### src/rtl/tpu_pkg.sv
// Shared TPU definitions: instruction field positions, sequencer states and
// the packed program word layout used by the instruction sequencer.
package tpu_pkg;

    localparam int INSTR_W          = 5;
    localparam int HOLD_W           = 3;

    localparam int ACT_LSB          = 0;
    localparam int NN_START_BIT     = 2;
    localparam int LOAD_INPUTS_BIT  = 3;
    localparam int LOAD_WEIGHTS_BIT = 4;

    typedef enum logic [2:0] {
        IDLE,
        FETCH,
        ISSUE,
        WAIT_NN,
        DONE
    } seq_state_t;

    typedef struct packed {
        logic [HOLD_W-1:0]  hold;
        logic [INSTR_W-1:0] instr;
    } seq_word_t;

endpackage

### src/rtl/instr_mem.sv
// Instruction memory: one synchronous write port, one synchronous read port.
// Contents are intentionally not reset.
module instr_mem #(
    parameter int DEPTH  = 16,
    parameter int ADDR_W = $clog2(DEPTH),
    parameter int WORD_W = 8
) (
    input  logic              clk,
    input  logic              we,
    input  logic [ADDR_W-1:0] waddr,
    input  logic [WORD_W-1:0] wdata,
    input  logic [ADDR_W-1:0] raddr,
    output logic [WORD_W-1:0] rdata
);

    logic [WORD_W-1:0] mem [DEPTH];

    always_ff @(posedge clk) begin
        if (we) begin
            mem[waddr] <= wdata;
        end
        rdata <= mem[raddr];
    end

endmodule

### src/rtl/instruction_sequencer.sv
// Issues a host-loaded program of instruction words to the decoder, stretching
// each by its hold count and stalling on nn_start words until nn_done.
// Optional feature macro: SEQ_LOOP_EN (adds the loop input).
module instruction_sequencer #(
    parameter int INSTR_W = tpu_pkg::INSTR_W,
    parameter int HOLD_W  = tpu_pkg::HOLD_W,
    parameter int DEPTH   = 16,
    parameter int ADDR_W  = $clog2(DEPTH)
) (
    input  logic                      clk,
    input  logic                      rst,
    input  logic                      prog_we,
    input  logic [ADDR_W-1:0]         prog_addr,
    input  logic [HOLD_W+INSTR_W-1:0] prog_wdata,
    input  logic [ADDR_W:0]           prog_len,
    input  logic                      start,
    input  logic                      nn_done,
`ifdef SEQ_LOOP_EN
    input  logic                      loop,
`endif
    output logic [INSTR_W-1:0]        instruction,
    output logic                      busy,
    output logic                      done,
    output logic [ADDR_W-1:0]         pc
);

    import tpu_pkg::*;

    localparam logic [ADDR_W:0] DEPTH_L = (ADDR_W+1)'(DEPTH);

    seq_state_t                  state;
    logic [HOLD_W-1:0]           hold_cnt;
    logic [ADDR_W:0]             len_q;
    logic [HOLD_W+INSTR_W-1:0]   rd_word;
    logic [INSTR_W-1:0]          word_instr;
    logic [HOLD_W-1:0]           word_hold;
    logic                        last_word;
    logic                        wrap;

    instr_mem #(
        .DEPTH  (DEPTH),
        .ADDR_W (ADDR_W),
        .WORD_W (HOLD_W + INSTR_W)
    ) u_mem (
        .clk   (clk),
        .we    (prog_we && (state == IDLE)),
        .waddr (prog_addr),
        .wdata (prog_wdata),
        .raddr (pc),
        .rdata (rd_word)
    );

    assign word_instr = rd_word[INSTR_W-1:0];
    assign word_hold  = rd_word[HOLD_W+INSTR_W-1:INSTR_W];
    assign last_word  = ({1'b0, pc} == (len_q - 1'b1));

`ifdef SEQ_LOOP_EN
    assign wrap = loop;
`else
    assign wrap = 1'b0;
`endif

    // The read port follows pc every cycle, so the word fetched in FETCH stays
    // on rd_word for the whole ISSUE dwell; the hold counter counts up to it.
    always_ff @(posedge clk) begin
        if (rst) begin
            state    <= IDLE;
            pc       <= '0;
            hold_cnt <= '0;
            len_q    <= '0;
        end else begin
            case (state)
                IDLE: begin
                    if (start) begin
                        len_q <= (prog_len > DEPTH_L) ? DEPTH_L : prog_len;
                        if (prog_len == '0) begin
                            state <= DONE;
                        end else begin
                            pc    <= '0;
                            state <= FETCH;
                        end
                    end
                end
                FETCH: begin
                    hold_cnt <= '0;
                    state    <= ISSUE;
                end
                ISSUE: begin
                    if (hold_cnt == word_hold) begin
                        if (word_instr[NN_START_BIT]) begin
                            state <= WAIT_NN;
                        end else if (last_word && !wrap) begin
                            state <= DONE;
                        end else begin
                            pc    <= last_word ? '0 : pc + 1'b1;
                            state <= FETCH;
                        end
                    end else begin
                        hold_cnt <= hold_cnt + 1'b1;
                    end
                end
                WAIT_NN: begin
                    if (nn_done) begin
                        if (last_word && !wrap) begin
                            state <= DONE;
                        end else begin
                            pc    <= last_word ? '0 : pc + 1'b1;
                            state <= FETCH;
                        end
                    end
                end
                DONE: begin
                    state <= IDLE;
                end
                default: begin
                    state <= IDLE;
                end
            endcase
        end
    end

    assign instruction = (state == ISSUE) ? word_instr : '0;
    assign busy        = (state != IDLE);
    assign done        = (state == DONE);

endmodule

### config.mk
export PLATFORM = sky130hd
export DESIGN_NAME = instruction_sequencer
export DESIGN_NICKNAME = d
export VERILOG_FILES = /design/src/rtl/tpu_pkg.sv /design/src/rtl/instr_mem.sv /design/src/rtl/instruction_sequencer.sv
export SDC_FILE = /design/constraint.sdc
export NUM_CORES = 1
export LEC_CHECK = 0
export CORE_UTILIZATION = 64
export CTS_CLUSTER_DIAMETER = 120
export CTS_CLUSTER_SIZE = 30
export DETAILED_ROUTE_END_ITERATION = 10
export HOLD_SLACK_MARGIN = 0.05
export PLACE_DENSITY = 0.9
export REMOVE_ABC_BUFFERS = 1
export SYNTH_ARGS = -nofsm -noshare
export SYNTH_HDL_FRONTEND = slang
export SYNTH_SLANG_ARGS = --single-unit
### constraint.sdc
create_clock -name clk -period 5.7 [get_ports clk]
set_input_delay 1.14 -clock clk [delete_from_list [all_inputs] [get_ports clk]]
set_output_delay 1.14 -clock clk [all_outputs]
set_load 0.02 [all_outputs]
# After elaboration in Yosys (flattened, before gate mapping)
# Memory sizes are Yosys's and may differ from the RTL's. A register that Yosys moved wholly into a read port is not among the register bits.
# Cells that the tools add are included.
op_classes:
  addsub: 3
  n_mul: 0
  div: 0
  n_lt_le_gt_ge: 1
  n_eq_ne: 12
  shifts: 0
  muxes: 20
  bitwise_logic: 0
  n_reduce_logical: 10
ops:
  columns: ["cell", "count"]
  rows:
  - ["two-way mux 4 bit", 6]
  - ["two-way mux 3 bit", 7]
  - ["!= test 2 bit, second input constant", 6]
  - ["case mux 3 bit (4 select lines)", 1]
  - ["case mux 4 bit (3 select lines)", 1]
  - ["two-way mux 5 bit", 2]
  - ["== test 3 x 2 -> 1 bit, second input constant", 2]
  - ["case mux 3 bit (2 select lines)", 1]
  - ["AND reduction 6 bit", 1]
  - ["nonzero test 3 bit", 2]
  - ["== test 4 x 5 -> 1 bit", 1]
  - ["greater-than comparator 5 bit, second input constant", 1]
  - ["zero test 5 bit", 1]
  - ["subtractor 5 x 1 -> 5 bit, second input constant", 1]
  - ["adder 4 x 1 -> 4 bit, second input constant", 1]
  - ["AND reduction 2 bit", 2]
  - ["adder 3 x 1 -> 3 bit, second input constant", 1]
  - ["== test 3 x 1 -> 1 bit, second input constant", 1]
  - ["== test 3 bit", 1]
  - ["== test 3 bit, second input constant", 1]
  - ["zero test 3 bit", 1]
  - ["AND reduction 3 bit", 1]
  - ["two-way mux 1 bit", 2]
  - ["nonzero test 2 bit", 1]
  - ["logical AND 1 bit", 1]
totals:
  ff_bits: 15
  latchBits: 0
  mem_bits_rw: 128
  romBits: 0
  inputBits: 22
  output_inout_bits: 11
  word_cells: 51
  n_memories: 1
mem_list:
  columns: ["memory", "words", "width", "rd", "rd_clocked_by_memory_dff", "write_ports", "line", "source"]
  rows:
  - ["u_mem.mem", 16, 8, 1, 1, 1, "instr_mem.sv:16", "logic [WORD_W-1:0] mem [DEPTH];"]

# Depth between registers and ports, before layout
# Gate-level depths: netlist (run 1).
depth:
  ltp_word: 6
  mapped_depth: 7
  ltp_nobuf: 7

# Cells and area by module
# A second synthesis (run 1) with hierarchy kept.
hier_totals:
  cells_unflattened: 354
  area_unflattened_um2: 6153.4
modules_own_cells:
  columns: ["module", "instances", "cells_each", "area_per_inst_um2", "seq_area_each_um2"]
  rows:
  - ["instr_mem", 1, 229, 5147.4, 4003.8]
  - ["instruction_sequencer", 1, 125, 1006.0, 300.3]

# Worst setup path after synthesis (run 1)
# No wires, ideal clock.
synth_path:
  kind: "input port to flip-flop"
  startpoint: "in prog_addr[0]"
  endpoint: "mem u_mem.mem[0][0] (enable)"
  setup_ns: 0.383
  arrival_time_ns: 2.172
  required_time_ns: 5.317
  path_slack_ns: 3.145
  cell_stages: 2
  path_buffers: 0
  path_cell_list: "or3_1 > nor3_1"
synth_lines:
  columns: ["element", "line", "source"]
  rows:
  - ["start, declared", "instruction_sequencer.sv:13", "input logic [ADDR_W-1:0] prog_addr,"]
  - ["end, declared", "instr_mem.sv:16", null]
# No word-level cell before the write port.

# Final worst setup path (run 1)
layout_path:
  startpoint: "reg state[2]"
  endpoint: "out instruction[2]"
layout_via:
  elab_chain_cells: 2
layout_rtl:
  columns: ["element", "line", "source"]
  rows:
  - ["start, declared", "instruction_sequencer.sv:31", "seq_state_t state;"]
  - ["start signal, assigned", "instruction_sequencer.sv:67", "state <= IDLE;"]
  - ["start signal, assigned", "instruction_sequencer.sv:77", "state <= DONE;"]
  - ["start signal, assigned", "instruction_sequencer.sv:80", "state <= FETCH;"]
  - ["== test 3 x 2 -> 1 bit", "instruction_sequencer.sv:122", "assign instruction = (state == ISSUE) ? word_instr : '0;"]
  - ["two-way mux 5 bit", "instruction_sequencer.sv:122", null]
  - ["end, declared", "instruction_sequencer.sv:21", "output logic [INSTR_W-1:0] instruction,"]
# No other way between the ends.

==> impl_metrics.py, run 1 <==
metrics = {
    "outcome": {
        "status": "complete, no violations",
    },
    "setup_path": {
        "critPathSlowestCell": "clkdlybuf4s50_1",
        "worstSetupPathType": "reg -> out",
        "worstPathArrival_ns": 2.21,
        "path_delay_family": "simple AND/OR/NAND/NOR gates",
        "cp_max_fo": 13,
        "crit_required_ns": 4.56,
        "rrSetupSlack_ns": 2.66,
        "start_kind": "register",
        "critPathMaxStageDelay_ns": 0.61,
        "cp-end-kind": "output port",
        "path_cells": "nor2_1 -> and3_1 -> clkdlybuf4s50_1",
        "path_buf_inv": 1,
        "startpoint": "state[2]",
        "r2r_start": "state[1]",
    },
    "die": {
        "floorplan.rows": 35,
        "io_pins": 33,
        "die_area_um2": 9940,
        "floorplan.initialDensity_pct": 66.1,
        "core_um2": 9240,
        "die_w_um": 99.7,
        "dieHeight_um": 99.7,
    },
    "yosys": {
        "yosysUniqueCellTypes": 45,
        "synth_seq_cells": 151,
        "yosysSeqAreaShare_pct": 70.5,
        "netlist_area_um2": 6110,
        "synth_cells": 342,
        "syn_avg_cell_area_um2": 17.9,
        "synth_warnings": 0,
    },
    "clock_network": {
        "root_buffer": "clkbuf_8",
        "cts.repair.resized": 0,
        "clkLatencyLatePin_ns": 0.52,
        "cts.clk_slew.worst_paths_ns": 0.06,
        "cts_tree": "built",
        "cts_hold_buf": 0,
        "htree_levels": 4,
        "numCtsBuffers": 17,
        "clock-sinks": 151,
        "cts.path.max_buffers": 2,
        "cts_setup_buffers": 0,
    },
    "power": {
        "p_int_uw": 1830,
        "switching_share_pct": 23.9,
        "seqPwrFrac_pct": 51.2,
        "p_per_area_nw_per_um2": 341,
        "combPwrFrac_pct": 6.5,
        "vdd.ir_drop.worst_mv": 0.300,
        "clockPowerShare_pct": 42.4,
        "leakagePower_uw": 0.00224,
        "switchingPower_uw": 576,
    },
    "detailed_routing": {
        "drt-vias-per-instance": 6.62,
        "drc_errors": 0,
        "wl_per_cell_um": 25.7,
        "drt_iter0_drc": 288,
        "drtAntennaViolNets": 0,
        "routed_wl_um": 13400,
        "via_count": 3449,
        "firstDrtPassIters": 5,
    },
    "global_routing": {
        "grt_pass1_vias": 3449,
        "gr-total-overflow": 0,
        "grt_first_pass_wirelength_um": 20000,
        "grt_max_degree": 38,
        "antenna_found_initial": 0,
        "grt.total_usage_pct": 29.1,
    },
    "placed_design": {
        "dp_hpwl_um": 7670,
        "io_buffers": 32,
        "place.gp.congestion": 0.840,
    },
    "hold_path": {
        "hold_path.class": "reg -> reg",
        "min_from": "len_q[4]",
    },
    "sta": {
        "clock.fmax_mhz": 299,
        "skew_ns": 0.0120,
        "tns_ns": 0,
        "relSlewSlack_pct": 15.7,
        "post-route-period-util_pct": 58.7,
        "finalHoldViolCount": 0,
        "setup_viol": 0,
        "fin_hold_ws_ns": 0.505,
        "worst_pin_slew_ns": 1.26,
        "period_needed_ns": 3.35,
        "rsz0062_at_grt": "no",
        "finalMaxSlewViolations": 0,
    },
    "finish": {
        "final_nets": 404,
        "nFillCells": 505,
        "final_util_pct": 76.5,
        "area_growth_pct": 15.7,
        "antenna_cells": 0,
        "drive_gt1_share_pct": 19.4,
    },
    "job": {
        "cap_violations": 0,
    },
}
## layer usage
metal | up-vias | global-route usage [%] | wire length (µm)
li1 | 1452 | - | -
met1 | 1771 | 38.8 | 5260
met2 | 209 | 48.5 | 6920
met3 | 17 | 6.11 | 993
met4 | 0 | 9.62 | 216
met5 | - | 0 | 0
## metrics by stage
step	power, µW	instances	setup WS [ns]	area (µm²)
floorplan	1340	326	2.80	6030
global placement	1400	489	2.38	6530
detailed placement	1410	489	2.23	6530
CTS	2410	521	2.34	7060
global route	2460	521	2.24	7060
finish	2410	521	2.35	7060
## tightest hold or removal path: cells and delay by family, from the launching register on
family / cells / cell delay (ns)
simple gates: 1 / 0.06
flops: 1 / 0.33
compound gates: 1 / 0.06
## cells by family after synthesis
family	count (synthesis)	share of synthesized area [%]
XOR/XNOR	9	1.29
adder cells (fa/ha/maj)	3	0.615
AO/OA/AOI/OAI	34	4.08
multiplexers	41	14.9
buffers and inverters	22	1.66
flip-flops	151	70.5
AND/OR/NAND/NOR	82	6.95
## power groups by stage
stage / Sequential [µW] / Clock, µW / Combinational [µW]
2_1_floorplan: 1260 / 0 / 83.7
3_3_place_gp: 1250 / 0 / 146
6_report: 1230 / 1020 / 156
3_5_place_dp: 1250 / 0 / 153
4_1_cts: 1230 / 1030 / 156
5_1_grt: 1230 / 1060 / 169
## final timing paths
kind | to | depth (start not counted)
setup / recovery | instruction[2] | 3
hold / removal | len_q[4] | 2
hold reg to reg | len_q[4] | 2
setup reg to reg | u_mem.mem[0][1] | 4
## cells in the mapped netlist (all sizes together)
master   count  area (µm²)
and4         1        8.76
a211oi       3        27.5
o2111ai      1        8.76
mux2i        1        10.0
o311ai       1        8.76
ha           3        37.5
and3b        1        8.76
a22o         1        8.76
clkbuf      10        37.5
edfxtp     128        3840
mux4        40         901
a21boi       1        7.51
nand4b       2        17.5
o21ai        5        25.0
a311o        1        10.0
a31oi        3        18.8
a21oi       11        55.1
o21ba        1        10.0
nand2b       4        25.0
nor2        24        90.1
buf          6        41.3
or3          2        12.5
a2111oi      1        27.5
xnor2        4        35.0
a221o        1        10.0
o31ai        1        7.51
nor2b        2        12.5
nand2       14        52.6
and2         1        6.26
inv          6        22.5
nor3b        4        30.0
xor2         5        43.8
nand3        3        15.0
nor4bb       1        10.0
dfxtp       23         460
nor3        11        60.1
nand4        5        31.3
a21o         2        15.0
and3         7        43.8
a211o        1        8.76
## area by class of cell
| cell class | instances | area [µm²] | area share [%] |
|---|---|---|---|
| flip-flops and latches | 151 | 4310 | 60.9 |
| inverters | 6 | 22.5 | 0.319 |
| clock buffers | 19 | 422 | 5.97 |
| well taps | 129 | 161 | 2.28 |
| repair buffers | 34 | 335 | 4.75 |
| clock inverters | 13 | 113 | 1.59 |
| multi-input cells | 169 | 1710 | 24.1 |
## cells in the final DEF, fill, tap and decap left out, types with 2 or more instances in the layout
cell,netlist,routed
clkbuf_16,0,16
clkinvlp_4,0,3
clkinv_4,0,2
clkdlybuf4s50_1,0,32
buf_4,2,2
dfxtp_1,23,22
clkbuf_1,10,2
nand4_1,5,5
nor3_1,10,9
a21o_1,2,2
a211oi_1,2,2
or3_1,2,2
nand4b_1,2,2
a31oi_1,3,3
edfxtp_1,128,128
nor2_1,24,24
nand2b_1,4,4
inv_8,0,3
ha_1,3,3
mux4_2,40,40
inv_1,6,6
xor2_1,5,5
a21oi_1,11,11
nand3_1,3,3
nor3_2,1,2
nand2_1,14,14
inv_6,0,4
and3_1,7,7
nor3b_1,4,4
o21ai_0,4,4
xnor2_1,4,4
nor2b_1,2,2
## state kept, by name, indices dropped and copies added, names as in the netlist
register and flops:
hold_cnt 3, len_q 5, pc 4, state 3, u_mem.mem 128, u_mem.rdata 8
(Power assumes the default switching activity.)
==> inputs of run 2 (changes only) <==
--- a/config.mk
+++ b/config.mk
@@ -5,12 +5,12 @@
 export SDC_FILE = /design/constraint.sdc
 export NUM_CORES = 1
 export LEC_CHECK = 0
-export CORE_UTILIZATION = 64
+export CORE_UTILIZATION = 53
 export CTS_CLUSTER_DIAMETER = 120
 export CTS_CLUSTER_SIZE = 30
 export DETAILED_ROUTE_END_ITERATION = 10
 export HOLD_SLACK_MARGIN = 0.05
-export PLACE_DENSITY = 0.9
+export PLACE_DENSITY = 0.81
 export REMOVE_ABC_BUFFERS = 1
 export SYNTH_ARGS = -nofsm -noshare
 export SYNTH_HDL_FRONTEND = slang
==> constraint.sdc (replaced) <==
create_clock -name clk -period 2.78 [get_ports clk]
set_input_delay 0.556 -clock clk [delete_from_list [all_inputs] [get_ports clk]]
set_output_delay 0.556 -clock clk [all_outputs]
set_load 0.02 [all_outputs]
==> impl_metrics.py, run 2 (synthesis gave the netlist of run 1 again) <==
metrics = {
    "die": {
        "dieHeight_um": 109,
        "core_um2": 11000,
        "io_pins": 33,
        "die_w_um": 109,
        "floorplan.initialDensity_pct": 55.4,
        "die_area_um2": 12000,
        "floorplan.rows": 38,
    },
    "finish": {
        "final_cell_mix": "edfxtp_1, mux4_2, clkdlybuf4s50_1",
        "top_regs": "u_mem.mem: 128 flops, u_mem.rdata: 8 flops, len_q: 5 flops",
        "layout.cells.non_filler": 552,
        "largest_reg_flops": 128,
        "final_nets": 425,
        "area_growth_pct": 18.9,
        "layout_commonest_cell": "edfxtp_1",
        "antenna_cells": 0,
        "drive_gt1_share_pct": 22.6,
        "top_register": "u_mem.mem",
    },
    "clock_network": {
        "cts_setup_buffers": 0,
        "cts.repair.resized": 0,
        "numCtsBuffers": 17,
        "clock-sinks": 151,
        "root_buffer": "clkbuf_16",
        "cts.path.max_buffers": 2,
        "cts_hold_buf": 0,
        "cts_tree": "built",
        "clkLatencyLatePin_ns": 0.42,
        "cts.clk_slew.worst_paths_ns": 0.06,
        "htree_levels": 4,
    },
    "sta": {
        "worst_pin_slew_ns": 0.743,
        "tns_ns": 0,
        "rsz0062_at_grt": "no",
        "finalHoldViolCount": 0,
        "finalMaxSlewViolations": 0,
        "setup_viol": 0,
        "fin_ws_ns": 0.138,
        "post-route-period-util_pct": 95.1,
        "relSlewSlack_pct": 50.4,
        "period_needed_ns": 2.64,
        "clock.fmax_mhz": 378,
        "skew_ns": 0.00509,
    },
    "detailed_routing": {
        "drt-vias-per-instance": 6.01,
        "firstDrtPassIters": 4,
        "via_count": 3320,
        "wl_per_cell_um": 21.2,
        "drtAntennaViolNets": 0,
        "drt_iter0_drc": 350,
        "drc_errors": 0,
        "routed_wl_um": 11700,
    },
    "setup_path": {
        "worstPathArrival_ns": 2.09,
        "crit_required_ns": 2.22,
        "rrSetupSlack_ns": 0.42,
        "r2r_start": "state[1]",
        "rr_worst_depth": 5,
        "cp_max_fo": 20,
        "worstSetupPathType": "reg -> out",
        "cp-end-kind": "output port",
        "start_kind": "register",
        "rr_endpoint": "u_mem.mem[0][1]",
    },
    "placed_design": {
        "io_buffers": 32,
        "pre_cts_ws_ns": 0.456,
        "place.gp.congestion": 0.798,
        "dp.cells": 521,
        "dp_hpwl_um": 7790,
    },
    "outcome": {
        "status": "complete, no violations",
    },
    "global_routing": {
        "grt_max_degree": 21,
        "grt.total_usage_pct": 21.6,
        "grt_first_pass_wirelength_um": 17900,
        "grt_pass1_vias": 3287,
        "antenna_found_initial": 0,
        "gr-total-overflow": 0,
    },
    "job": {
        "cap_violations": 0,
    },
    "power": {
        "p_per_area_nw_per_um2": 692,
        "vdd.ir_drop.worst_mv": 0.582,
        "power_uw": 5020,
        "leakagePower_uw": 0.00235,
    },
    "hold_path": {
        "holdPathEnd": "len_q[4]",
        "min_from": "len_q[4]",
        "hold_path.class": "reg -> reg",
        "hold_depth": 2,
    },
}
[run 2: per-layer routing]
layer	vias to the layer above	track usage [%]	share of wire, %
li1	1495	-	-
met1	1692	28.6	43
met2	113	34.7	50
met3	20	5.04	5.0
met4	0	9.24	1.5
met5	-	0	0
[run 2: cell type report]
cell class	instances	area [µm²]
inverters	6	22.5
well taps	140	175
fillers	777	3770
multi-input cells	169	1700
repair buffers	55	493
clock inverters	12	128
flip-flops and latches	151	4310
clock buffers	19	433
[run 2: worst max-delay path by stage]
stage,from,to,slack [ns],depth (start not counted)
2_1_floorplan,pc[0],u_mem.rdata[0],-0.12,2
3_3_place_gp,prog_addr[0],u_mem.mem[6][6],0.53,3
3_5_place_dp,state[1],u_mem.mem[0][7],0.46,5
4_1_cts,state[1],busy,0.15,3
5_1_grt,state[1],busy,0.03,3
6_report,state[1],busy,0.14,3
[run 2: through the flow]
step                      hold WS [ns]  area [µm²]  utilization (%)
final                            0.495        7260             65.8
after global routing             0.511        7260             65.8
after CTS                        0.495        7260             65.8
after detailed placement         0.475        6700             60.7
after global placement           0.470        6700             60.7
after floorplan                  0.443        6030                -
[run 2: critical path, stage by stage (launching register included)]
cell,delay [ns]
dfxtp_1,0.49
nor3_2,0.55
inv_1,0.08
clkdlybuf4s50_1,0.55
[run 2: report_power, final]
part | switching, µW | internal (µW)
registers | 35.4 | 2490
clock network | 865 | 1310
logic | 171 | 145
total | 1070 | 3950
